`src/rtl/fetch_pkg.sv`:
```
// Shared definitions for the instruction fetch controller.
//   fetch_state_t    : controller FSM states (BOOT, IDLE, BUSY, KILL)
//   INSTR_BYTES      : PC increment per sequential fetch
//   RESET_PC_DEFAULT : default first fetch address
//   is_misaligned()  : true when an address is not word aligned
package fetch_pkg;

  typedef enum logic [1:0] {
    BOOT = 2'd0,
    IDLE = 2'd1,
    BUSY = 2'd2,
    KILL = 2'd3
  } fetch_state_t;

  localparam int          INSTR_BYTES      = 4;
  localparam logic [31:0] RESET_PC_DEFAULT = 32'h0000_0000;

  function automatic logic is_misaligned(input logic [1:0] lsb);
    return lsb != 2'b00;
  endfunction

endpackage

```
`src/rtl/fetch_if.sv`:
```
// Bundle of every non-clock signal of the fetch controller.
//   execute side : redirect_valid, redirect_pc (into fetch)
//   memory side  : imem_req, imem_addr (out); imem_ack, imem_rdata (in)
//   decode side  : stall (in); instr_valid, instr, instr_pc (out)
//   status       : pc, fetch_fault (out)
//
// Handshakes:
//   memory : imem_req/imem_addr stay asserted and stable from the first
//            request cycle until the cycle imem_ack=1; the read completes in
//            that cycle and imem_rdata is valid only then.
//   decode : the slot (instr/instr_pc) is transferred on a rising edge when
//            instr_valid=1 and stall=0; with stall=1 the slot holds.
// master = the fetch controller, slave = the surrounding pipeline/memory.
interface fetch_if #(
  parameter int WIDTH = 32
);
  logic             redirect_valid;
  logic [WIDTH-1:0] redirect_pc;
  logic             stall;
  logic             imem_req;
  logic [WIDTH-1:0] imem_addr;
  logic             imem_ack;
  logic [WIDTH-1:0] imem_rdata;
  logic             instr_valid;
  logic [WIDTH-1:0] instr;
  logic [WIDTH-1:0] instr_pc;
  logic [WIDTH-1:0] pc;
  logic             fetch_fault;

  modport master (
    input  redirect_valid, redirect_pc, stall, imem_ack, imem_rdata,
    output imem_req, imem_addr, instr_valid, instr, instr_pc, pc, fetch_fault
  );

  modport slave (
    output redirect_valid, redirect_pc, stall, imem_ack, imem_rdata,
    input  imem_req, imem_addr, instr_valid, instr, instr_pc, pc, fetch_fault
  );
endinterface

```
`src/rtl/fetch_out_buf.sv`:
```
// Single-entry output slot between fetch and decode.
//   clk, rst : clock, synchronous active-high reset
//   load_i   : capture data_i/pc_i as a new live instruction
//   flush_i  : drop the slot (wins over load_i)
//   stall_i  : decode cannot take the slot this cycle
//   data_i, pc_i           : incoming instruction word and its address
//   valid_o, instr_o, pc_o : slot contents presented to decode
module fetch_out_buf #(
  parameter int WIDTH = 32
) (
  input  logic             clk,
  input  logic             rst,
  input  logic             load_i,
  input  logic             flush_i,
  input  logic             stall_i,
  input  logic [WIDTH-1:0] data_i,
  input  logic [WIDTH-1:0] pc_i,
  output logic             valid_o,
  output logic [WIDTH-1:0] instr_o,
  output logic [WIDTH-1:0] pc_o
);

  logic             valid_q, valid_d;
  logic [WIDTH-1:0] instr_q, instr_d;
  logic [WIDTH-1:0] pc_q, pc_d;

  always_comb begin
    valid_d = valid_q;
    instr_d = instr_q;
    pc_d    = pc_q;
    if (flush_i) begin
      valid_d = 1'b0;
    end else if (load_i) begin
      // A load may coincide with decode consuming the old entry.
      valid_d = 1'b1;
      instr_d = data_i;
      pc_d    = pc_i;
    end else if (!stall_i) begin
      valid_d = 1'b0;
    end
  end

  always_ff @(posedge clk) begin
    if (rst) begin
      valid_q <= 1'b0;
      instr_q <= '0;
      pc_q    <= '0;
    end else begin
      valid_q <= valid_d;
      instr_q <= instr_d;
      pc_q    <= pc_d;
    end
  end

  assign valid_o = valid_q;
  assign instr_o = instr_q;
  assign pc_o    = pc_q;

endmodule

```
`src/rtl/fetch_ctrl.sv`:
```
// Instruction fetch controller: owns the PC and the request FSM and feeds a
// one-entry slot (fetch_out_buf) towards decode.
//   clk, rst    : clock, synchronous active-high reset
//   bus         : fetch_if master (redirect, memory and decode signals)
//   state_dbg_o : current FSM state, for observation only
//
// If memory answers while the slot is full and decode is stalled, the word
// has nowhere to go: it is dropped and the PC is not advanced, so the same
// address is requested again once the slot drains.
module fetch_ctrl
  import fetch_pkg::*;
#(
  parameter int               WIDTH    = 32,
  parameter logic [WIDTH-1:0] RESET_PC = WIDTH'(RESET_PC_DEFAULT)
) (
  input  logic         clk,
  input  logic         rst,
  fetch_if.master      bus,
  output fetch_state_t state_dbg_o
);

  fetch_state_t     state_q, state_d;
  logic [WIDTH-1:0] pc_q, pc_d;
  logic [WIDTH-1:0] kill_addr_q, kill_addr_d;
  logic             fault_q, fault_d;

  logic             req;
  logic [WIDTH-1:0] addr;
  logic             load;
  logic             flush;
  logic             slot_valid;
  logic [WIDTH-1:0] slot_instr;
  logic [WIDTH-1:0] slot_pc;
  logic             slot_open;
  logic [WIDTH-1:0] redir_pc_al;

  assign slot_open   = !slot_valid || !bus.stall;
  assign redir_pc_al = {bus.redirect_pc[WIDTH-1:2], 2'b00};

  always_comb begin
    state_d     = state_q;
    pc_d        = pc_q;
    kill_addr_d = kill_addr_q;
    fault_d     = bus.redirect_valid && is_misaligned(bus.redirect_pc[1:0]);
    req         = 1'b0;
    addr        = pc_q;
    load        = 1'b0;
    flush       = 1'b0;

    // Redirect beats ack and stall in every state.
    if (bus.redirect_valid) begin
      pc_d  = redir_pc_al;
      flush = 1'b1;
    end

    case (state_q)
      BOOT: state_d = IDLE;
      IDLE: begin
        if (!bus.redirect_valid && slot_open) state_d = BUSY;
      end
      BUSY: begin
        req  = 1'b1;
        addr = pc_q;
        if (bus.redirect_valid) begin
          if (bus.imem_ack) begin
            state_d = IDLE;
          end else begin
            // Request cannot be withdrawn; finish it at the old address.
            state_d     = KILL;
            kill_addr_d = pc_q;
          end
        end else if (bus.imem_ack) begin
          if (slot_open) begin
            load    = 1'b1;
            pc_d    = pc_q + WIDTH'(INSTR_BYTES);
            state_d = bus.stall ? IDLE : BUSY;
          end else begin
            state_d = IDLE;
          end
        end
      end
      KILL: begin
        req  = 1'b1;
        addr = kill_addr_q;
        if (bus.imem_ack) state_d = IDLE;
      end
      default: state_d = BOOT;
    endcase
  end

  always_ff @(posedge clk) begin
    if (rst) begin
      state_q     <= BOOT;
      pc_q        <= RESET_PC;
      kill_addr_q <= '0;
      fault_q     <= 1'b0;
    end else begin
      state_q     <= state_d;
      pc_q        <= pc_d;
      kill_addr_q <= kill_addr_d;
      fault_q     <= fault_d;
    end
  end

  fetch_out_buf #(.WIDTH(WIDTH)) u_out_buf (
    .clk     (clk),
    .rst     (rst),
    .load_i  (load),
    .flush_i (flush),
    .stall_i (bus.stall),
    .data_i  (bus.imem_rdata),
    .pc_i    (pc_q),
    .valid_o (slot_valid),
    .instr_o (slot_instr),
    .pc_o    (slot_pc)
  );

  // Outputs are forced low combinationally for the whole reset window,
  // including the first cycle before any reset edge.
  assign bus.imem_req    = req & ~rst;
  assign bus.imem_addr   = addr;
  assign bus.instr_valid = slot_valid & ~rst;
  assign bus.instr       = rst ? '0 : slot_instr;
  assign bus.instr_pc    = rst ? '0 : slot_pc;
  assign bus.pc          = pc_q;
  assign bus.fetch_fault = fault_q & ~rst;
  assign state_dbg_o     = state_q;

endmodule

```
`src/flat_wrapper.sv`:
```
// flat-port wrapper written by rule: the top's interface ports become plain ports
module fetch_ctrl_flat import fetch_pkg::*;
#(
  parameter int               WIDTH    = 32,
  parameter logic [WIDTH-1:0] RESET_PC = WIDTH'(RESET_PC_DEFAULT)
)
  (clk, rst, state_dbg_o, bus_redirect_valid, bus_redirect_pc, bus_stall, bus_imem_ack, bus_imem_rdata, bus_imem_req, bus_imem_addr, bus_instr_valid, bus_instr, bus_instr_pc, bus_pc, bus_fetch_fault);
  fetch_if #(.WIDTH(WIDTH)) bus_i ();
  input  logic clk;
  input  logic rst;
  output fetch_state_t state_dbg_o;
  input wire logic [$bits(bus_i.redirect_valid)-1:0] bus_redirect_valid;
  input wire logic [$bits(bus_i.redirect_pc)-1:0] bus_redirect_pc;
  input wire logic [$bits(bus_i.stall)-1:0] bus_stall;
  input wire logic [$bits(bus_i.imem_ack)-1:0] bus_imem_ack;
  input wire logic [$bits(bus_i.imem_rdata)-1:0] bus_imem_rdata;
  output wire logic [$bits(bus_i.imem_req)-1:0] bus_imem_req;
  output wire logic [$bits(bus_i.imem_addr)-1:0] bus_imem_addr;
  output wire logic [$bits(bus_i.instr_valid)-1:0] bus_instr_valid;
  output wire logic [$bits(bus_i.instr)-1:0] bus_instr;
  output wire logic [$bits(bus_i.instr_pc)-1:0] bus_instr_pc;
  output wire logic [$bits(bus_i.pc)-1:0] bus_pc;
  output wire logic [$bits(bus_i.fetch_fault)-1:0] bus_fetch_fault;
  assign bus_i.redirect_valid = bus_redirect_valid;
  assign bus_i.redirect_pc = bus_redirect_pc;
  assign bus_i.stall = bus_stall;
  assign bus_i.imem_ack = bus_imem_ack;
  assign bus_i.imem_rdata = bus_imem_rdata;
  assign bus_imem_req = bus_i.imem_req;
  assign bus_imem_addr = bus_i.imem_addr;
  assign bus_instr_valid = bus_i.instr_valid;
  assign bus_instr = bus_i.instr;
  assign bus_instr_pc = bus_i.instr_pc;
  assign bus_pc = bus_i.pc;
  assign bus_fetch_fault = bus_i.fetch_fault;
  fetch_ctrl #(.WIDTH(WIDTH), .RESET_PC(RESET_PC)) u_core (.clk(clk), .rst(rst), .bus(bus_i), .state_dbg_o(state_dbg_o));
endmodule
```
`config.mk`:
```
export PLATFORM = sky130hd
export DESIGN_NAME = fetch_ctrl_flat
export DESIGN_NICKNAME = d
export VERILOG_FILES = /design/src/rtl/fetch_pkg.sv /design/src/rtl/fetch_if.sv /design/src/rtl/fetch_out_buf.sv /design/src/rtl/fetch_ctrl.sv /design/src/flat_wrapper.sv
export SDC_FILE = /design/constraint.sdc
export NUM_CORES = 1
export LEC_CHECK = 0
export BUFFER_PORTS_ARGS = -buffer_cell sky130_fd_sc_hd__buf_2
export CAP_MARGIN = 20
export CORE_UTILIZATION = 50
export DETAILED_ROUTE_END_ITERATION = 7
export PLACE_DENSITY = 0.82
export SLEW_MARGIN = 10
export SYNTH_ARGS = -nofsm -noshare
export SYNTH_HDL_FRONTEND = slang
export SYNTH_HIERARCHICAL = 1
export SYNTH_SLANG_ARGS = --single-unit
```
`constraint.sdc`:
```
create_clock -name clk -period 2.9 [get_ports clk]
set_input_delay 0.29 -clock clk [delete_from_list [all_inputs] [get_ports clk]]
set_output_delay 0.29 -clock clk [all_outputs]
set_load 0.02 [all_outputs]
```
After elaboration in Yosys (flattened, before gate mapping):

Cells that the tools add are included.
Widths: inputs -> output; s select.

* flip-flop bits (word level): 132
* bits of input ports: 69
* logic and storage cells: 58

* add/subtract/negate cells: 1
* equal/unequal tests: 7
* mux-type cells: 24
* bitwise logic cells: 6
* reduce and logical (&&, ||, !) cells: 13

Operators by type and width (number)
* $mux 32: 8
* $add 32x3->32 const B: 1
* $mux 2: 7
* $mux 1: 8
* $pmux 2 s4: 1
* $reduce_and 3->1: 2
* $eq 2x2->1 const B: 2
* $ne 2x1->1 const B: 2
* $reduce_or 2->1: 2
* $and 1x1->1: 3
* $logic_not 1->1: 3
* $ne 3x3->1 const B: 1
* $not 1->1: 3
* $eq 2x1->1 const B: 1
* $logic_and 1x1->1: 2
* $logic_not 2->1: 1
* $ne 2x2->1 const B: 1
* $reduce_and 2->1: 1
* $reduce_bool 2->1: 1
* $logic_or 1x1->1: 1

Logic depth before layout (Yosys ltp):

* depth in word-level cells: 7
* mapped depth: 9

Cells and area by module:

The synthesis kept the hierarchy.

Modules (own cells, without submodules)
* fetch_ctrl: instances 1, cells each 513, area each 4126.5 um^2
* fetch_out_buf: instances 1, cells each 295, area each 3260.6 um^2

Worst setup path after synthesis:

No wires, ideal clock.

* kind: register to output
* from: register u_core.state_q[1], in the netlist u_core/state_dbg_o[1]
* to: output port bus_imem_addr[10]
* arrival: 1.765 ns
* required time: 2.610 ns
* slack: 0.845 ns
* stages on the path, launching flop included: 5
* path buffers: 2
* path through: dfxtp_1 ha_1 clkbuf_1 buf_1 mux2_2

* cells in the longest elaborated chain, start to end: 2

Ends and longest elaborated chain
* start, declared: line fetch_ctrl.sv:22 `fetch_state_t state_q, state_d;`
* start signal, assigned: line fetch_ctrl.sv:98 `state_q <= state_d;`
* $eq 2x2->1: line fetch_ctrl.sv:56 `case (state_q)`
* $mux 32: line fetch_ctrl.sv:56
* end, declared: line flat_wrapper.sv:18 `output wire logic [$bits(bus_i.imem_addr)-1:0] bus_imem_addr;`

No other way between the ends.

Worst setup path in the final report:

* from: register u_core.state_q[0], in the netlist u_core/state_dbg_o[0]
* to: register u_core.pc_q[16], in the netlist u_core/bus.pc[16]

* cells in the longest elaborated chain, start to end: 2

Ends and longest elaborated chain
* $eq 2x2->1: line fetch_ctrl.sv:56
* $mux 32: line fetch_ctrl.sv:56
* end signal, assigned: line fetch_ctrl.sv:99 `pc_q <= pc_d;`
* end, declared: line fetch_ctrl.sv:23 `logic [WIDTH-1:0] pc_q, pc_d;`

No other way between the ends.
A chain may end at the register's enable or synchronous reset.

==> impl_metrics.ini <==
[outcome]
status = complete, no violations

[power]
vdd_drop_max_mv = 0.390
internal-power_mw = 3.70
p_leak_nw = 3.65
p_switching_mw = 1.19
p_per_area_nw_per_um2 = 546
power_mw = 4.89
swShare_pct = 24.4
comb_power_share_pct = 10.6
power_frac_clock_pct = 49.9
seqPwrFrac_pct = 39.6

[timing]
whs_ns = 0.0982
setup_viol = 0
fmax_ghz = 0.438
slew-limit-headroom_pct = 49.3
finalCritPeriodShare_pct = 78.6
tns_ns = 0
worst_slew_pin_slew_ns = 0.761
drv_slew = 0
period_minus_slack_ns = 2.28
rsz0062_at_grt = false
hold_viol = 0
fin_skew_ns = 0.00987

[yosys]
synth_edf_count = 0
syn-num-nets = 881
async_flop_share_pct = 0
synth_ff_type = dfxtp_1
ys_warn_count = 6
avgSynthCellArea_um2 = 9.14
netlist_area_um2 = 7390
synthDistinctLibCells = 57
syn_inst = 808
yosysSeqAreaShare_pct = 35.8
synth_seq_cells = 132

[grt]
grt_max_degree = 82
antenna_found_initial = 0
groute.usage.overall_pct = 24.6
gr-total-overflow = 0
grt_pass1_vias = 5646
met1_usage_pct = 32.4
grt.busiest_layer = met2
met3_usage_pct = 6.73
grt_pass1_wl_um = 29000
use_met2_pct = 38.2

[worst_setup_path]
crit_slowest_cell = buf_4
path_buf_inv = 3
worst-path-max-fanout = 73
r2r-start = u_core/state_dbg_o[0]
max_stage_delay_ns = 0.60
crit_top_cell = buf_4
cp_data_required_time_ns = 3.24
worst-setup-path-type = flip-flop to flip-flop
startpoint = u_core/state_dbg_o[0]
path_cells = inv_1, ha_1, buf_4, nor2b_1, and2_2, buf_4, o2111ai_1, o211ai_1
critPathLaunchType = flip-flop
worstPathArrival_ns = 2.62
worst_setup_path_end_kind = flip-flop
critical-path-top-delay-family = buffers and inverters

[floorplanning]
initial_core_util_pct = 51.0
pin_count = 202
die_h_um = 124
num_rows = 44
dieArea_um2 = 15300
core_area_um2 = 14500
die_w_um = 124

[drt]
routed-via-count = 6532
viasPerCell = 5.60
route.detailed.drc = 0
drtPass1Iterations = 6
drt_iter0_markers = 553
wire_per_inst_um = 16.4
ant_nets = 0
wirelength_um = 19200

[clock_tree]
cts.htree.levels = 4
cts_setup_buffers = 0
cts_tree = yes
cts_buffers = 17
ctsHoldBuffers = 0
clock-root-buffer = clkbuf_16
cts_sinks = 132
clockBufferDepth = 2
clock_latency_ns = 0.42
clk_pin_slew_ns = 0.06
cts_resized = 0

[finish]
layout.nets = 1042
area_growth_pct = 21.3
layout-drive-gt1-share_pct = 37.4
antenna_cells = 0
postLayoutCellArea_um2 = 8960
final_cells = 1166

[place]
globalplace.congestion = 0.858
hpwl_um = 12700
dpl-instance-area_um2 = 8290
portBuffers = 201
dp_cells = 1134

[hold_path]
min_from = bus_redirect_pc[21]
min_path_type = input port to flip-flop

[run]
maxCapViolCount = 0
[worst register-to-register path: stages (launching register included)]
cell	delay, ns
dfxtp_1	0.35
inv_1	0.09
ha_1	0.16
buf_4	0.18
nor2b_1	0.23
and2_2	0.19
buf_4	0.60
o2111ai_1	0.25
o211ai_1	0.15
[kinds of logic after synthesis]
group / count (synthesis) / share of synthesized area (%)
AND/OR/NAND/NOR: 377 / 33.8
AO/OA/AOI/OAI: 158 / 15.3
flip-flops: 132 / 35.8
buffers and inverters: 83 / 6.88
multiplexers: 34 / 5.15
XOR/XNOR: 20 / 2.37
adder cells (fa/ha/maj): 4 / 0.678
[layout make-up]
| type | instances | area, um2 |
|---|---|---|
| tap | 184 | 230 |
| inverter | 8 | 30.0 |
| sequential | 132 | 2640 |
| clock buffer | 18 | 439 |
| multi-input combinational | 593 | 4240 |
| fill | 1210 | 5520 |
| timing repair buffer | 217 | 1140 |
| clock inverter | 14 | 233 |
[layer usage]
metal	part of all wire, %	vias up
met5	0	-
met2	45	310
met1	44	3026
li1	-	3159
met3	8.4	37
met4	1.8	0
[cell usage after synthesis (all sizes together) (5+ instances only)]
| master | count | area share (%) |
|---|---|---|
| clkbuf | 36 | 2.2 |
| mux2 | 32 | 4.9 |
| nand3 | 17 | 1.4 |
| nand2 | 88 | 4.6 |
| nor4 | 5 | 0.76 |
| o21ai | 82 | 8.6 |
| and2 | 5 | 0.46 |
| or3 | 5 | 0.42 |
| nor3 | 13 | 1.1 |
| a211oi | 10 | 1.2 |
| a311oi | 5 | 0.59 |
| dfxtp | 132 | 36 |
| nand2b | 64 | 5.4 |
| nor2b | 68 | 5.8 |
| buf | 38 | 4.1 |
| xnor2 | 17 | 2.0 |
| nand4bb | 64 | 9.8 |
| inv | 8 | 0.41 |
| nand4 | 8 | 1.3 |
| nor2 | 23 | 1.2 |
| a21oi | 45 | 3.0 |
| and3 | 6 | 0.51 |
| and4 | 6 | 0.75 |
[power groups by stage]
stage / Combinational [mW] / Sequential (mW) / Clock [mW]
floorplan: 0.327 / 1.98 / 0
global placement: 0.507 / 1.97 / 0
detailed placement: 0.508 / 1.97 / 0
CTS: 0.513 / 1.93 / 2.47
global route: 0.551 / 1.94 / 2.56
finish: 0.516 / 1.94 / 2.44
[sequential cells by signal (all words and copies together), names as in the netlist]
signal	count
u_core/u_out_buf/pc_o	32
u_core/fault_q	1
u_core/state_dbg_o	2
u_core/bus.pc	32
u_core/kill_addr_q	32
u_core/u_out_buf/valid_o	1
u_core/u_out_buf/instr_o	32
[stage by stage]
| stage | util (%) | worst slack [ns] |
|---|---|---|
| after floorplan | - | 0.845 |
| after global placement | 57.3 | 0.768 |
| after detailed placement | 57.3 | 0.672 |
| after CTS | 61.9 | 0.656 |
| after global routing | 61.9 | 0.503 |
| final | 61.9 | 0.619 |
[cells in the final DEF, fill, tap and decap left out, types with 6 or more instances in the layout]
| cell | netlist | layout |
|---|---|---|
| a211oi_1 | 7 | 7 |
| a21oi_1 | 45 | 45 |
| and3_1 | 6 | 6 |
| buf_2 | 21 | 200 |
| buf_4 | 4 | 15 |
| bufinv_16 | 0 | 6 |
| clkbuf_16 | 0 | 17 |
| dfxtp_1 | 132 | 132 |
| inv_1 | 7 | 7 |
| mux2_2 | 32 | 32 |
| nand2_1 | 87 | 87 |
| nand2b_1 | 64 | 64 |
| nand3_1 | 14 | 14 |
| nand4bb_1 | 64 | 64 |
| nor2_1 | 23 | 22 |
| nor2b_1 | 67 | 67 |
| nor3_1 | 10 | 10 |
| o21ai_0 | 18 | 18 |
| o21ai_2 | 60 | 60 |
| xnor2_1 | 17 | 17 |
[worst paths after layout]
path	depth (start not counted)	endpoint	slack (ns)
worst min-delay path	2	u_core/bus.pc[21]	0.1
worst max-delay path	8	u_core/bus.pc[16]	0.62
worst min register to register	2	u_core/kill_addr_q[24]	0.45
worst max register to register	8	u_core/bus.pc[16]	0.62
Note: power is estimated with default switching activity, not from simulation.
